`config.mk`:
```
export PLATFORM = sky130hd
export DESIGN_NAME = accel_spi_responder
export DESIGN_NICKNAME = d
export VERILOG_FILES = /design/src/rtl/accel_spi_pkg.sv /design/src/rtl/spi_sync_edge.sv /design/src/rtl/accel_spi_responder.sv
export SDC_FILE = /design/constraint.sdc
export NUM_CORES = 1
export LEC_CHECK = 0
export BUFFER_PORTS_ARGS = -buffer_cell sky130_fd_sc_hd__clkbuf_2
export CORE_ASPECT_RATIO = 1.1
export CORE_MARGIN = 8
export CORE_UTILIZATION = 47
export CTS_BUF_LIST = sky130_fd_sc_hd__clkbuf_8
export DETAILED_ROUTE_END_ITERATION = 8
export PLACE_DENSITY_LB_ADDON = 0.2
export SYNTH_ARGS = -nofsm -noshare
export SYNTH_HDL_FRONTEND = slang
export SYNTH_HIERARCHICAL = 1
export SYNTH_SLANG_ARGS = --single-unit
```
`constraint.sdc`:
```
create_clock -name clock -period 5.6 [get_ports clock]
set_clock_uncertainty 0.1 [all_clocks]
set_input_delay 0.56 -clock clock [delete_from_list [all_inputs] [get_ports clock]]
set_output_delay 0.56 -clock clock [all_outputs]
set_load 0.005 [all_outputs]
```
`src/rtl/accel_spi_pkg.sv`:
```
// accel_spi_pkg: shared state type, command codes and
// register map constants for the accelerometer SPI responder.
package accel_spi_pkg;

  typedef enum logic [1:0] {
    S_IDLE,
    S_CMD,
    S_ADDR,
    S_DATA
  } spi_state_t;

  localparam logic [7:0] CMD_READ  = 8'h0B;
  localparam logic [7:0] CMD_WRITE = 8'h0A;

  localparam logic [7:0] A_DEVID   = 8'h00;
  localparam logic [7:0] A_MST_ID  = 8'h01;
  localparam logic [7:0] A_PART_ID = 8'h02;
  localparam logic [7:0] A_XDATA   = 8'h08;
  localparam logic [7:0] A_YDATA   = 8'h09;
  localparam logic [7:0] A_ZDATA   = 8'h0A;
  localparam logic [7:0] A_STATUS  = 8'h0B;
  localparam logic [7:0] A_XL      = 8'h0E;
  localparam logic [7:0] A_XH      = 8'h0F;
  localparam logic [7:0] A_YL      = 8'h10;
  localparam logic [7:0] A_YH      = 8'h11;
  localparam logic [7:0] A_ZL      = 8'h12;
  localparam logic [7:0] A_ZH      = 8'h13;
  localparam logic [7:0] A_BANK_LO = 8'h1F;
  localparam logic [7:0] A_BANK_HI = 8'h2E;
  localparam logic [7:0] A_WRAP    = 8'h3F;

  localparam logic [7:0] MST_ID_VAL  = 8'h1D;
  localparam logic [7:0] PART_ID_VAL = 8'hF2;
  localparam logic [7:0] STATUS_VAL  = 8'h41;
  localparam logic [7:0] SOFT_RST_KEY = 8'h52;

  function automatic logic [7:0] hi_byte(
    input logic [11:0] s,
    input bit          sext
  );
    return sext ? {{4{s[11]}}, s[11:8]}
                : {4'h0, s[11:8]};
  endfunction

  function automatic logic [7:0] addr_inc(
    input logic [7:0] a
  );
    return (a == A_WRAP) ? 8'h00 : a + 8'h01;
  endfunction

endpackage

```
`src/rtl/spi_sync_edge.sv`:
```
// spi_sync_edge: 2-flop synchronizer with registered
// rise/fall detection on the synchronized level.
module spi_sync_edge (
  input  logic clock,
  input  logic reset,
  input  logic din,
  output logic level,
  output logic rise,
  output logic fall
);

  logic s1, s2, s3;

  // Data flops stay unreset so a reset with the line low
  // cannot fabricate an edge.
  always_ff @(posedge clock) begin
    s1 <= din;
    s2 <= s1;
    s3 <= s2;
  end

  assign level = s2;

  always_ff @(posedge clock) begin
    if (reset) begin
      rise <= 1'b0;
      fall <= 1'b0;
    end else begin
      rise <= s2 & ~s3;
      fall <= ~s2 & s3;
    end
  end

endmodule

```
`src/rtl/accel_spi_responder.sv`:
```
// accel_spi_responder: ADXL362-style SPI slave serving
// sample registers and a small writable bank.
module accel_spi_responder
  import accel_spi_pkg::*;
#(
  parameter bit         SIGN_EXT = 1'b1,
  parameter logic [7:0] DEVID    = 8'hAD
) (
  input  logic        clock,
  input  logic        reset,
  input  logic        sclk,
  input  logic        mosi,
  input  logic        ss,
  output logic        miso,
  input  logic [11:0] x_data,
  input  logic [11:0] y_data,
  input  logic [11:0] z_data,
  output logic        wr_valid,
  output logic [7:0]  wr_addr,
  output logic [7:0]  wr_data
);

  logic sclk_lvl, sclk_rise, sclk_fall;
  logic ss_lvl, ss_rise, ss_fall;
  logic mosi_s1, mosi_s2;
  logic unused_sclk_lvl;

  spi_sync_edge u_sclk (
    .clock (clock),
    .reset (reset),
    .din   (sclk),
    .level (sclk_lvl),
    .rise  (sclk_rise),
    .fall  (sclk_fall)
  );

  spi_sync_edge u_ss (
    .clock (clock),
    .reset (reset),
    .din   (ss),
    .level (ss_lvl),
    .rise  (ss_rise),
    .fall  (ss_fall)
  );

  assign unused_sclk_lvl = sclk_lvl;

  always_ff @(posedge clock) begin
    mosi_s1 <= mosi;
    mosi_s2 <= mosi_s1;
  end

  spi_state_t  state;
  logic [2:0]  bit_cnt;
  logic [7:0]  shreg;
  logic [7:0]  cmd;
  logic [7:0]  addr;
  logic [11:0] snap_x, snap_y, snap_z;
  logic [7:0]  bank [16];

  logic [7:0] rx_byte;
  logic [7:0] rd_byte;
  logic [3:0] bidx;
  logic       in_bank;

  assign rx_byte = {shreg[6:0], mosi_s2};
  assign bidx    = 4'(addr - A_BANK_LO);
  assign in_bank = (addr >= A_BANK_LO) && (addr <= A_BANK_HI);

  always_comb begin
    rd_byte = 8'h00;
    if (in_bank) begin
      rd_byte = bank[bidx];
    end else begin
      case (addr)
        A_DEVID:   rd_byte = DEVID;
        A_MST_ID:  rd_byte = MST_ID_VAL;
        A_PART_ID: rd_byte = PART_ID_VAL;
        A_XDATA:   rd_byte = snap_x[11:4];
        A_YDATA:   rd_byte = snap_y[11:4];
        A_ZDATA:   rd_byte = snap_z[11:4];
        A_STATUS:  rd_byte = STATUS_VAL;
        A_XL:      rd_byte = snap_x[7:0];
        A_XH:      rd_byte = hi_byte(snap_x, SIGN_EXT);
        A_YL:      rd_byte = snap_y[7:0];
        A_YH:      rd_byte = hi_byte(snap_y, SIGN_EXT);
        A_ZL:      rd_byte = snap_z[7:0];
        A_ZH:      rd_byte = hi_byte(snap_z, SIGN_EXT);
        default:   rd_byte = 8'h00;
      endcase
    end
  end

  always_ff @(posedge clock) begin
    if (reset) begin
      state    <= S_IDLE;
      bit_cnt  <= '0;
      shreg    <= '0;
      cmd      <= '0;
      addr     <= '0;
      snap_x   <= '0;
      snap_y   <= '0;
      snap_z   <= '0;
      bank     <= '{default: 8'h00};
      miso     <= 1'b0;
      wr_valid <= 1'b0;
      wr_addr  <= '0;
      wr_data  <= '0;
    end else begin
      wr_valid <= 1'b0;
      if (ss_rise) begin
        state   <= S_IDLE;
        bit_cnt <= '0;
        miso    <= 1'b0;
      end else if (ss_fall) begin
        state   <= S_CMD;
        bit_cnt <= '0;
        miso    <= 1'b0;
        snap_x  <= x_data;
        snap_y  <= y_data;
        snap_z  <= z_data;
      end else if (state != S_IDLE && sclk_rise && !ss_lvl) begin
        shreg   <= rx_byte;
        bit_cnt <= bit_cnt + 3'd1;
        if (bit_cnt == 3'd7) begin
          unique case (state)
            S_CMD: begin
              cmd   <= rx_byte;
              state <= S_ADDR;
            end
            S_ADDR: begin
              addr  <= rx_byte;
              state <= S_DATA;
            end
            S_DATA: begin
              addr <= addr_inc(addr);
              if (cmd == CMD_WRITE) begin
                wr_valid <= 1'b1;
                wr_addr  <= addr;
                wr_data  <= rx_byte;
                if (addr == A_BANK_LO && rx_byte == SOFT_RST_KEY)
                  bank <= '{default: 8'h00};
                else if (in_bank)
                  bank[bidx] <= rx_byte;
              end
            end
            default: ;
          endcase
        end
      end else if (state == S_DATA && sclk_fall) begin
        // bit_cnt has already wrapped at the byte boundary,
        // so ~bit_cnt selects MSB first.
        miso <= (cmd == CMD_READ) ? rd_byte[~bit_cnt] : 1'b0;
      end
    end
  end

endmodule

```
======== Yosys cells after proc, flatten, opt, wreduce, memory -nomap -nowiden ========
Cells that the tools add are included.
word-level totals
  register bits after elaboration ......... 222
  bits of input ports ..................... 41
  output and inout bits ................... 18
  word-level logic and storage cells ...... 132
cells by class
  $add $sub $neg .......................... 3
  order comparisons ....................... 5
  equality and inequality tests ........... 21
  muxes and demuxes ....................... 20
  bitwise operators ....................... 15
  reductions and logical operators ........ 27
operators by type and width
  cell                                                             number
  two-way mux 128 bit                                              2
  bitwise mux 128 bit                                              1
  one-hot mux 8 bit (13 select lines)                              1
  == test 8 x 4 -> 1 bit (second input constant)                   8
  == test 8 x 5 -> 1 bit (second input constant)                   5
  two-way mux 8 bit                                                5
  binary-select mux 8 bit (select 4 bit)                           1
  demux 8 bit (select 4 bit)                                       1
  one-hot mux 8 bit (2 select lines)                               1
  nonzero test 2 bit                                               6
  AND reduction 5 bit                                              2
  inverter 1 bit                                                   9
  AND reduction 3 bit                                              3
  adder 8 x 1 -> 8 bit (second input constant)                     1
  == test 8 x 1 -> 1 bit (second input constant)                   1
  == test 8 x 2 -> 1 bit (second input constant)                   1
  == test 8 x 6 -> 1 bit (second input constant)                   1
  == test 8 x 7 -> 1 bit (second input constant)                   1
  >= comparator 8 x 5 -> 1 bit (second input constant)             1
  less-or-equal comparator 8 x 6 -> 1 bit (second input constant)  1
  logical NOT 8 bit                                                1
  AND reduction 7 bit                                              1
  logical AND 1 bit                                                6
  two-way mux 1 bit                                                6
  other kinds (20)                                                 25

======== Depth between registers and ports, before layout ========
Gate-level depths: netlist of the first run.
  depth in word-level cells ............... 9
  depth in mapped cells ................... 14
  depth with buffers taken out ............ 9

======== By module ========
Netlist of the first run, hierarchy kept.
modules (own cells, without submodules)
  module               times used  cells each  area an instance (um2)
  accel_spi_responder  1           1122        9803.2
  spi_sync_edge        2           7           115.1

======== Worst setup path after synthesis of the first run ========
No wires, ideal clock.
  kind .................................... register to register
  start ................................... register addr[0]
  end ..................................... register miso
  library setup time ...................... 0.129 ns
  data arrival time ....................... 3.449 ns
  data required time ...................... 5.371 ns
  path slack .............................. 1.922 ns
  cell stages (with the launch flop) ...... 14
  path buffers ............................ 5
  cell sequence ........................... dfxtp_1 buf_2 buf_1 inv_1 ha_1 clkbuf_2 buf_1 buf_2 mux4_2 mux2i_1 o211ai_1 o211a_1 a2111oi_0 o21ai_1
between the ends
  longest elaborated chain between the ends .. 9
  elaborated cells on any way between the ends .. 26
  classes of those cells .................. add/sub: 1; order compare: 2; eq/ne: 12; mux: 8; bitwise: 1; reduce/logical: 2
ends and longest elaborated chain
  item                                                  RTL line                    source
  start, declared                                       accel_spi_responder.sv:57   logic [7:0] addr;
  start signal, assigned                                accel_spi_responder.sv:132  addr <= rx_byte;
  start signal, assigned                                accel_spi_responder.sv:136  addr <= addr_inc(addr);
  subtractor 4 bit                                      accel_spi_responder.sv:67   assign bidx = 4'(addr - A_BANK_LO);
  inverter 4 -> 5 bit (implied by the code)             accel_spi_responder.sv:73   rd_byte = bank[bidx];
  binary-select mux 8 bit (select 4 bit)                accel_spi_responder.sv:73
  two-way mux 8 bit (implied by the code) (2 in a row)  accel_spi_responder.sv:73
  two-way mux 8 bit *                                   accel_spi_responder.sv:72   if (in_bank) begin
  binary-select mux 1 bit (select 3 bit) *              accel_spi_responder.sv:153  miso <= (cmd == CMD_READ) ? rd_byte[~bit_cnt] : 1'b0;
  two-way mux 1 bit (implied by the code) *             accel_spi_responder.sv:153
  two-way mux 1 bit *                                   accel_spi_responder.sv:153
  end signal, assigned                                  accel_spi_responder.sv:153
  end, declared                                         accel_spi_responder.sv:14   output logic miso,
Mark *: on every way between the ends. The rest lies on a longest branch, timed or not. The select of a mux whose other input is x is not followed.
A chain may end at the register's enable or synchronous reset.

======== Worst setup path after layout of the first run ========
  start ................................... register addr[1]
  end ..................................... register miso
Same word-level chain as after synthesis.

==> impl_metrics.py, run 1 <==
metrics = {
    "routing": {
        "routed_via_density": 5.936,
        "via_count": 8661,
        "route.detailed.drc": 0,
        "first_pass_iters": 5,
        "wl_per_cell_um": 19.85,
        "wirelength_um": 28970,
        "drtIter0Drc": 771,
        "postRouteAntennaNets": 0,
    },
    "setup_path": {
        "worstSetupPathType": "reg2reg",
        "crit_path_top_delay_cell": "mux4_2",
        "reg2reg_from": "addr[1]",
        "crit_path_start_kind": "flip-flop",
        "cp.required_ps": 5900,
        "critPathBufInv": 3,
        "rr_endpoint": "miso",
        "cp_max_fo": 23,
        "rrSetupSlack_ps": 1830,
        "cp_common_cell": "inv_1",
        "slowest_delay_ps": 650,
        "path_delay_family": "buffers and inverters",
        "cp.arrival_ps": 4080,
        "end_kind": "flip-flop",
        "crit_chain": "inv_1, ha_1, buf_4, inv_1, mux4_2, mux2i_1, a221o_1, a31oi_1, a2111oi_0, o21ai_1",
        "reg2regPathDepth": 10,
    },
    "timing": {
        "final.period_utilization_pct": 67.39,
        "fmax_mhz": 265.0,
        "worst_slew_margin_rel_pct": 16.92,
        "hold_viol": 0,
        "final-max-slew-violation-count": 0,
        "setup_ws_ps": 1826,
        "setup_viol": 0,
        "period_needed_ps": 3774,
        "finalSetupTns_ps": 0,
        "worst_slew_pin_slew_ps": 1241,
        "rsz0062_at_grt": "false",
    },
    "pwr": {
        "switching_share_pct": 22.46,
        "vdd_drop_max_v": 0.0001598,
        "power.internal_mw": 2.408,
        "combPwrFrac_pct": 2.1,
        "pwr-share-clk_pct": 46.2,
        "leakagePower_nw": 3.920,
        "seqPwrFrac_pct": 51.6,
        "p_sw_mw": 0.6974,
        "p_per_area_nw_per_um2": 279.7,
    },
    "synthesis": {
        "synth_cell_types": 67,
        "synthTopCellsByArea": "dfxtp_1 (44%), a22oi_1 (10%), mux4_2 (7.6%), nor2_1 (6.5%), nand2_1 (5.8%)",
        "synth_top_flop_cell": "dfxtp_1",
        "ys_ff_latch": 222,
        "syn_nets": 1188,
        "synth_area_per_cell_sq_um": 8.832,
        "syn_area_sq_um": 10030,
        "synthArstFlopShare_pct": 0,
        "synth_edf_count": 0,
        "synth.top_cell.area_share_pct": 44.29,
        "synth_warnings": 6,
        "yosysTopAreaCell": "dfxtp_1",
        "syn_inst": 1136,
        "synth-seq-area-share_pct": 44.29,
    },
    "min_path": {
        "whs_path_depth": 1,
        "worstHoldEndpoint": "u_ss/s1",
        "min_from": "ss",
        "hp-class": "in2reg",
    },
    "clocking": {
        "cts_resized": 0,
        "post_cts_buffers": 0,
        "cts_hold_buf": 0,
        "clk_pin_slew_ps": 60,
        "cts_buffers": 39,
        "clkSinkCount": 222,
        "clockBufferDepth": 3,
        "htreeDepth": 2,
        "cts_tree": "built",
        "root_buffer": "clkbuf_8",
        "clkLatencyLatePin_ps": 530,
    },
    "layout": {
        "final_cell_mix": "dfxtp_1 (221), nor2_1 (173), nand2_1 (156)",
        "diodes": 0,
        "fillers": 2043,
        "final_common_cell": "dfxtp_1",
        "finish.net_count": 1199,
        "syn2layout_area_growth_pct": 10.64,
        "drive_gt1_share_pct": 14.80,
    },
    "place": {
        "port_buffers": 58,
        "post-place-ws_ps": 1828,
        "place_congestion": 0.9040,
        "hpwl_um": 19080,
    },
    "global_routing": {
        "grt_use_total_pct": 21.74,
        "grt-ovfl-total": 0,
        "grt_max_degree": 112,
        "antenna_found_initial": 0,
        "grt_pass1_wl_um": 45960,
        "first_global_vias": 8281,
    },
    "status": {
        "status": "complete, no violations",
    },
    "job": {
        "cap_violations": 0,
    },
    "die": {
        "dieArea_sq_um": 26280,
        "core_sq_um": 21160,
        "die_w_um": 155.3,
        "rows": 56,
        "fp.dieH_um": 169.2,
        "ios": 59,
        "initial_utilization_pct": 47.42,
    },
}
area by class of cell:
cell class	instances	area (sq um)	share of cell area (%)
clock buffer	50	688.2	6.199
clock inverter	13	57.56	0.5185
multi-input combinational	795	5081	45.77
inverter	17	63.81	0.5748
timing repair buffer	72	401.6	3.618
sequential	222	4446	40.05
tap	290	362.8	3.269
power groups by stage:
stage          combinational [mW]  clock [mW]  sequential (mW)
2_1_floorplan              0.0421           0             1.63
3_3_place_gp               0.0661           0             1.64
3_5_place_dp               0.0661           0             1.64
4_1_cts                    0.0662        1.47             1.60
5_1_grt                    0.0730        1.55             1.60
6_report                   0.0660        1.44             1.60
registers in the layout (all words and copies together), names as in the netlist, 7 cells and up:
| register | count |
|---|---|
| bank | 128 |
| snap_x | 12 |
| snap_y | 12 |
| snap_z | 12 |
| addr | 8 |
| cmd | 8 |
| wr_addr | 8 |
| wr_data | 8 |
| shreg | 7 |
worst max path at each step:
| stage | from | endpoint | slack, ps | depth (start not counted) |
|---|---|---|---|---|
| after floorplan | addr[0] | miso | 1920 | 13 |
| after global routing | addr[1] | miso | 1560 | 10 |
| final | addr[1] | miso | 1830 | 10 |
| after detailed placement | addr[1] | miso | 1830 | 10 |
| after global placement | addr[1] | miso | 1790 | 10 |
| after CTS | addr[1] | miso | 1790 | 10 |
cells in the mapped netlist, drive strengths merged, types with 3 or more instances:
cell type / number
a2111oi: 5
a211oi: 6
a21oi: 72
a222oi: 4
a22o: 6
a22oi: 140
a32o: 4
and2: 18
and3: 13
buf: 32
clkbuf: 70
dfxtp: 222
ha: 11
inv: 17
mux2i: 10
mux4: 34
nand2: 156
nand2b: 7
nand3: 16
nand4: 8
nor2: 173
nor2b: 6
nor3: 13
nor3b: 7
nor4: 6
o21ai: 31
o221ai: 3
o22ai: 3
or2: 3
xnor2: 5
layer usage:
layer	global-route usage, %	wire length [um]	part of all wire (%)	up-vias
met5	0	0	0	-
met4	8.868	812	2.8	0
met3	4.432	1996	6.9	66
met2	35.24	13750	47	326
met1	27.95	12410	43	4177
li1	-	-	-	4092
worst reg2reg max path: cells and delay by family (launching register included):
kind            cells  cell delay (ps)
flops               1              540
mux                 2              810
compound gates      4              930
fa+ha+maj           1              280
buf+inv             3              990
kinds of logic (layout without fill, tap and decap cells):
kind of cell    Yosys count  in the layout  synth area share [%]
compound gates          297            297                 20.21
xor+xnor                  6              6                0.5238
fa+ha+maj                11             11                 1.372
buf+inv                 119            152                 5.200
flops                   222            222                 44.29
mux                      45             45                 8.742
simple gates            436            436                 19.65
metrics by stage:
stage | hold slack, ps | total power [mW] | cell area, sq um | utilization (%) | std cells
2_1_floorplan | 209.6 | 1.675 | 10030 | - | 1136
3_3_place_gp | 210.7 | 1.703 | 10350 | 48.94 | 1396
3_5_place_dp | 214.7 | 1.703 | 10350 | 48.94 | 1396
4_1_cts | 12.68 | 3.139 | 11100 | 52.46 | 1459
5_1_grt | 14.11 | 3.223 | 11100 | 52.46 | 1459
6_report | 34.64 | 3.105 | 11100 | 52.46 | 1459
(Power assumes the default switching activity.)
==> run 2: changes to the inputs <==
==> constraint.sdc (replaced) <==
create_clock -name clock -period 3.3 [get_ports clock]
set_clock_uncertainty 0.1 [all_clocks]
set_input_delay 0.33 -clock clock [delete_from_list [all_inputs] [get_ports clock]]
set_output_delay 0.33 -clock clock [all_outputs]
set_load 0.005 [all_outputs]
==> run 2 against run 1 <==
Effect of this change:
- critical path depth down 1
- via count up 2.2%
- cell count up 4.6%
- global-route usage up 0.75 points
- first-iteration DRC count down 12%
- sequential power up 70%
- setup slack worse by 1700 ps
- worst hold slack better by 21 ps
- non-clock buffer count up 71
- count of clock-buffer cells in the layout unchanged
- power up 70%
- flip-flop and latch count unchanged
==> impl_metrics.py, run 2 (same netlist as run 1, synthesis figures left out) <==
metrics = {
    "setup_path": {
        "reg2regPathDepth": 9,
        "rrSetupSlack_ps": 150,
        "rr_endpoint": "miso",
        "cp.arrival_ps": 3450,
        "path_delay_family": "multiplexers",
        "reg2reg_from": "addr[0]",
        "critPathBufInv": 2,
        "cp_max_fo": 8,
        "end_kind": "flip-flop",
        "crit_chain": "inv_1, ha_1, buf_4, mux4_2, mux4_2, nor3_1, a31oi_1, a2111oi_1, o21ai_1",
        "slowest_delay_ps": 500,
        "crit_path_top_delay_cell": "ha_1",
        "cp_common_cell": "mux4_2",
        "worstSetupPathType": "reg2reg",
        "cp.required_ps": 3600,
        "crit_path_start_kind": "flip-flop",
    },
    "routing": {
        "wl_per_cell_um": 19.51,
        "first_pass_iters": 5,
        "routed_via_density": 5.802,
        "route.detailed.drc": 0,
        "postRouteAntennaNets": 0,
        "via_count": 8854,
        "drtIter0Drc": 679,
        "wirelength_um": 29770,
    },
    "pwr": {
        "power_mw": 5.270,
        "leakagePower_nw": 4.226,
        "vdd_drop_max_v": 0.0002800,
        "p_per_area_nw_per_um2": 448.8,
    },
    "layout": {
        "regMostFlops": "bank",
        "drive_gt1_share_pct": 16.75,
        "final_common_cell": "dfxtp_1",
        "largest_reg_flops": 128,
        "fillers": 1948,
        "diodes": 0,
        "syn2layout_area_growth_pct": 17.02,
        "finish.net_count": 1269,
        "final_cell_mix": "dfxtp_1 (221), nor2_1 (173), nand2_1 (156)",
    },
    "timing": {
        "period_needed_ps": 3152,
        "fmax_mhz": 317.3,
        "rsz0062_at_grt": "false",
        "final-max-slew-violation-count": 0,
        "setup_viol": 0,
        "final.period_utilization_pct": 95.50,
        "hold_viol": 0,
        "worst_slew_margin_rel_pct": 38.97,
        "finalSetupTns_ps": 0,
        "worst_slew_pin_slew_ps": 915.5,
    },
    "die": {
        "die_w_um": 155.3,
        "ios": 59,
        "fp.dieH_um": 169.2,
        "core_sq_um": 21160,
        "rows": 56,
        "dieArea_sq_um": 26280,
        "initial_utilization_pct": 47.42,
    },
    "min_path": {
        "hp-class": "in2reg",
        "worstHoldEndpoint": "miso",
        "whs_path_depth": 4,
        "min_from": "reset",
    },
    "global_routing": {
        "first_global_vias": 8728,
        "grt_use_total_pct": 22.49,
        "grt-ovfl-total": 0,
        "antenna_found_initial": 0,
        "grt_max_degree": 211,
        "grt_pass1_wl_um": 47670,
    },
    "place": {
        "port_buffers": 58,
        "hpwl_um": 20000,
        "place_congestion": 0.9209,
    },
    "clocking": {
        "cts_buffers": 38,
        "htreeDepth": 2,
        "clkSinkCount": 222,
        "root_buffer": "clkbuf_8",
        "cts_tree": "built",
        "clkLatencyLatePin_ps": 530,
        "clk_pin_slew_ps": 60,
        "clockBufferDepth": 3,
    },
    "job": {
        "cap_violations": 0,
    },
    "status": {
        "status": "complete, no violations",
    },
}
run 2: cell count changes in the layout (fill, tap and decap cells not counted):
cell           before  now
a2111oi_0           5    4
a2111oi_1           0    1
buf_12              0    2
buf_4              14   44
clkinv_2            1    3
clkinvlp_4          0    1
dlygate4sd3_1       0   39
inv_1              28   22
inv_8               1    0
run 2: how the worst max path moves through the flow:
stage,from,end,slack (ps),cells after the start
floorplan,addr[0],miso,30,13
global placement,addr[0],miso,100,8
detailed placement,addr[0],miso,50,9
CTS,addr[0],miso,50,9
global route,addr[0],miso,3,10
finish,addr[0],miso,150,9
run 2: where the power goes:
group | switching [mW] | total [mW] | internal [mW] | leakage (nW)
registers | 0.0172 | 2.72 | 2.70 | 1.79
clock network | 1.06 | 2.40 | 1.34 | 0.398
logic | 0.0840 | 0.152 | 0.0683 | 2.03
run 2: per-stage QoR:
stage	utilization (%)	cell area, sq um	hold WS (ps)	std cells	setup slack [ps]
after floorplan	-	10040	209.6	1136	27.23
after global placement	50.19	10620	214.8	1428	99.25
after detailed placement	50.19	10620	213.5	1428	53.44
after CTS	55.48	11740	40.52	1526	52.59
after global routing	55.49	11740	52.98	1526	2.545
final	55.49	11740	55.14	1526	148.5
run 2: cell type report:
cell class              instances  area (sq um)  area share (%)
flip-flops and latches        222          4446           37.86
repair buffers                143          1057           9.005
multi-input cells             795          5082           43.29
clock buffers                  50         688.2           5.861
inverters                      17         63.81          0.5435
clock inverters                 9         41.29          0.3517
well taps                     290         362.8           3.090
run 2: what timing repair did:
action | CTS | global route
setup endpoints to repair | 0 | 1
hold endpoints to repair | 39 | 0
resized for setup | 0 | 1
setup buffers | 0 | 0
hold buffers | 39 | 0
run 2: worst register-to-register path, cell delays in order, from the launching register on:
cell and delay [ps]:
dfxtp_2 370, inv_1 90, ha_1 500, buf_4 270, mux4_2 370, mux4_2 500, nor3_1 150, a31oi_1 90
a2111oi_1 460, o21ai_1 130
run 2: per-layer routing:
| layer | wire length (um) | up-vias | GRT usage [%] |
|---|---|---|---|
| met5 | 0 | - | 0 |
| met4 | 825 | 0 | 8.657 |
| met3 | 1506 | 56 | 4.432 |
| met2 | 14860 | 278 | 38.53 |
| met1 | 12570 | 4290 | 27.48 |
| li1 | - | 4230 | - |
==> run 3: changes to the inputs <==
==> constraint.sdc (replaced) <==
create_clock -name clock -period 4 [get_ports clock]
set_clock_uncertainty 0.1 [all_clocks]
set_input_delay 0.4 -clock clock [delete_from_list [all_inputs] [get_ports clock]]
set_output_delay 0.4 -clock clock [all_outputs]
set_load 0.005 [all_outputs]
==> run 3 against run 2 <==
Effect of this change:
- global-route usage shrank 0.26 points
- first-iteration DRC count shrank 0.59%
- clock power shrank 13%
- sequential power shrank 18%
- maximum frequency shrank 5.3%
- critical endpoint unchanged
- largest power group unchanged
==> impl_metrics.py, run 3 (same netlist as run 1, synthesis figures left out) <==
metrics = {
    "die": {
        "initial_utilization_pct": 47.42,
        "dieArea_sq_um": 26280,
        "ios": 59,
        "die_w_um": 155.3,
        "fp.dieH_um": 169.2,
        "rows": 56,
        "core_sq_um": 21160,
    },
    "setup_path": {
        "end_kind": "flip-flop",
        "crit_path_start_kind": "flip-flop",
        "worstSetupPathType": "reg2reg",
        "cp.required_ps": 4320,
        "cp.arrival_ps": 3650,
        "crit_start": "addr[1]",
        "reg2reg_from": "addr[1]",
        "cp_max_fo": 10,
    },
    "layout": {
        "stdcell_count": 1517,
        "ff_latch_area_sq_um": 4446,
        "fillers": 1960,
        "final_cell_mix": "dfxtp_1 (221), nor2_1 (173), nand2_1 (156)",
        "post-route-cell-area_sq_um": 11640,
        "largest_reg_flops": 128,
        "diodes": 0,
        "syn2layout_area_growth_pct": 16.04,
        "final_common_cell": "dfxtp_1",
        "finish.net_count": 1254,
        "regMostFlops": "bank",
        "drive_gt1_share_pct": 15.48,
        "multi_input_area_sq_um": 5081,
    },
    "clocking": {
        "cts_tree": "built",
        "clockBufferDepth": 3,
        "htreeDepth": 2,
        "clk_pin_slew_ps": 70,
        "cts_buffers": 39,
        "clkSinkCount": 222,
        "cts_resized": 0,
        "root_buffer": "clkbuf_8",
        "clkLatencyLatePin_ps": 540,
    },
    "min_path": {
        "hp-class": "reg2reg",
        "min_from": "mosi_s1",
    },
    "routing": {
        "wl_per_cell_um": 19.61,
        "via_count": 8827,
        "postRouteAntennaNets": 0,
        "routed_via_density": 5.819,
        "drtIter0Drc": 675,
        "wirelength_um": 29750,
        "route.detailed.drc": 0,
        "first_pass_iters": 5,
    },
    "timing": {
        "final-max-slew-violation-count": 0,
        "timing.hold.ws_ps": 227.5,
        "final.period_utilization_pct": 83.24,
        "rsz0062_at_grt": "false",
        "setup_ws_ps": 670.4,
        "worst_slew_margin_rel_pct": 16.53,
        "setup_viol": 0,
        "hold_viol": 0,
        "finalSetupTns_ps": 0,
        "worst_slew_pin_slew_ps": 1246,
        "period_needed_ps": 3330,
        "fmax_mhz": 300.3,
    },
    "pwr": {
        "vdd_drop_max_v": 0.0003118,
        "leakagePower_nw": 4.189,
        "p_per_area_nw_per_um2": 382.4,
    },
    "job": {
        "cap_violations": 0,
    },
    "place": {
        "place_congestion": 0.9241,
        "post-place-ws_ps": 756.0,
        "port_buffers": 58,
        "dpl_cell_area_sq_um": 10480,
        "dp_cells": 1412,
        "hpwl_um": 19970,
    },
    "global_routing": {
        "grt_max_degree": 111,
        "grt_pass1_wl_um": 47110,
        "antenna_found_initial": 0,
        "grt-ovfl-total": 0,
        "first_global_vias": 8617,
        "grt_use_total_pct": 22.23,
    },
    "status": {
        "status": "complete, no violations",
    },
}
## run 3: cell types whose count changed in the layout (fill, tap and decap cells not counted)
| cell | before | now |
|---|---|---|
| inv_1 | 22 | 30 |
| bufinv_16 | 0 | 1 |
| buf_12 | 2 | 0 |
| a2111oi_0 | 4 | 5 |
| buf_4 | 44 | 30 |
| a2111oi_1 | 1 | 0 |
| clkinv_2 | 3 | 2 |
| clkinvlp_4 | 1 | 0 |
## run 3: metrics by stage
stage | utilization (%) | total power, mW
after floorplan | - | 2.345
final | 55.02 | 4.452
after detailed placement | 49.50 | 2.384
after CTS | 55.02 | 4.500
after global placement | 49.50 | 2.384
after global routing | 55.02 | 4.615
## run 3: layout make-up
class                   count  area share (%)
multi-input cells         795           43.64
clock inverters            16          0.7630
inverters                  17          0.5481
flip-flops and latches    222           38.18
clock buffers              50           5.911
well taps                 290           3.117
repair buffers            127           7.835
## run 3: repair_timing
action | CTS | global route
buffers inserted | 0 | 0
hold buffers | 39 | 0
hold endpoints to repair | 39 | 0
## run 3: worst paths after layout
kind                            endpoint  slack (ps)  cells past startpoint
worst min register to register   mosi_s2         230                      0
worst max-delay path                miso         670                     10
worst min-delay path             mosi_s2         230                      0
worst max register to register      miso         670                     10
## run 3: where the power goes
part	switching (mW)	internal [mW]	total, mW
combinational	0.0695	0.0545	0.124
sequential	0.0138	2.23	2.24
clock	0.909	1.18	2.08
total	0.992	3.46	4.45
## run 3: metal layers
layer | routed length, um | global-route usage [%] | up-vias
li1 | - | - | 4218
met1 | 12190 | 26.66 | 4220
met2 | 14470 | 37.75 | 300
met3 | 1776 | 3.897 | 89
met4 | 1306 | 11.44 | 0
met5 | 0 | 0 | -
## run 3: critical path, cell delays in order, from the launching register on
cell and delay [ps]:
dfxtp_1 530, inv_1 120, ha_1 600, buf_4 270, mux4_2 320, mux2i_1 220, o21ai_0 120, a211o_1 270
o211a_1 140, a2111oi_0 400, o21ai_1 110
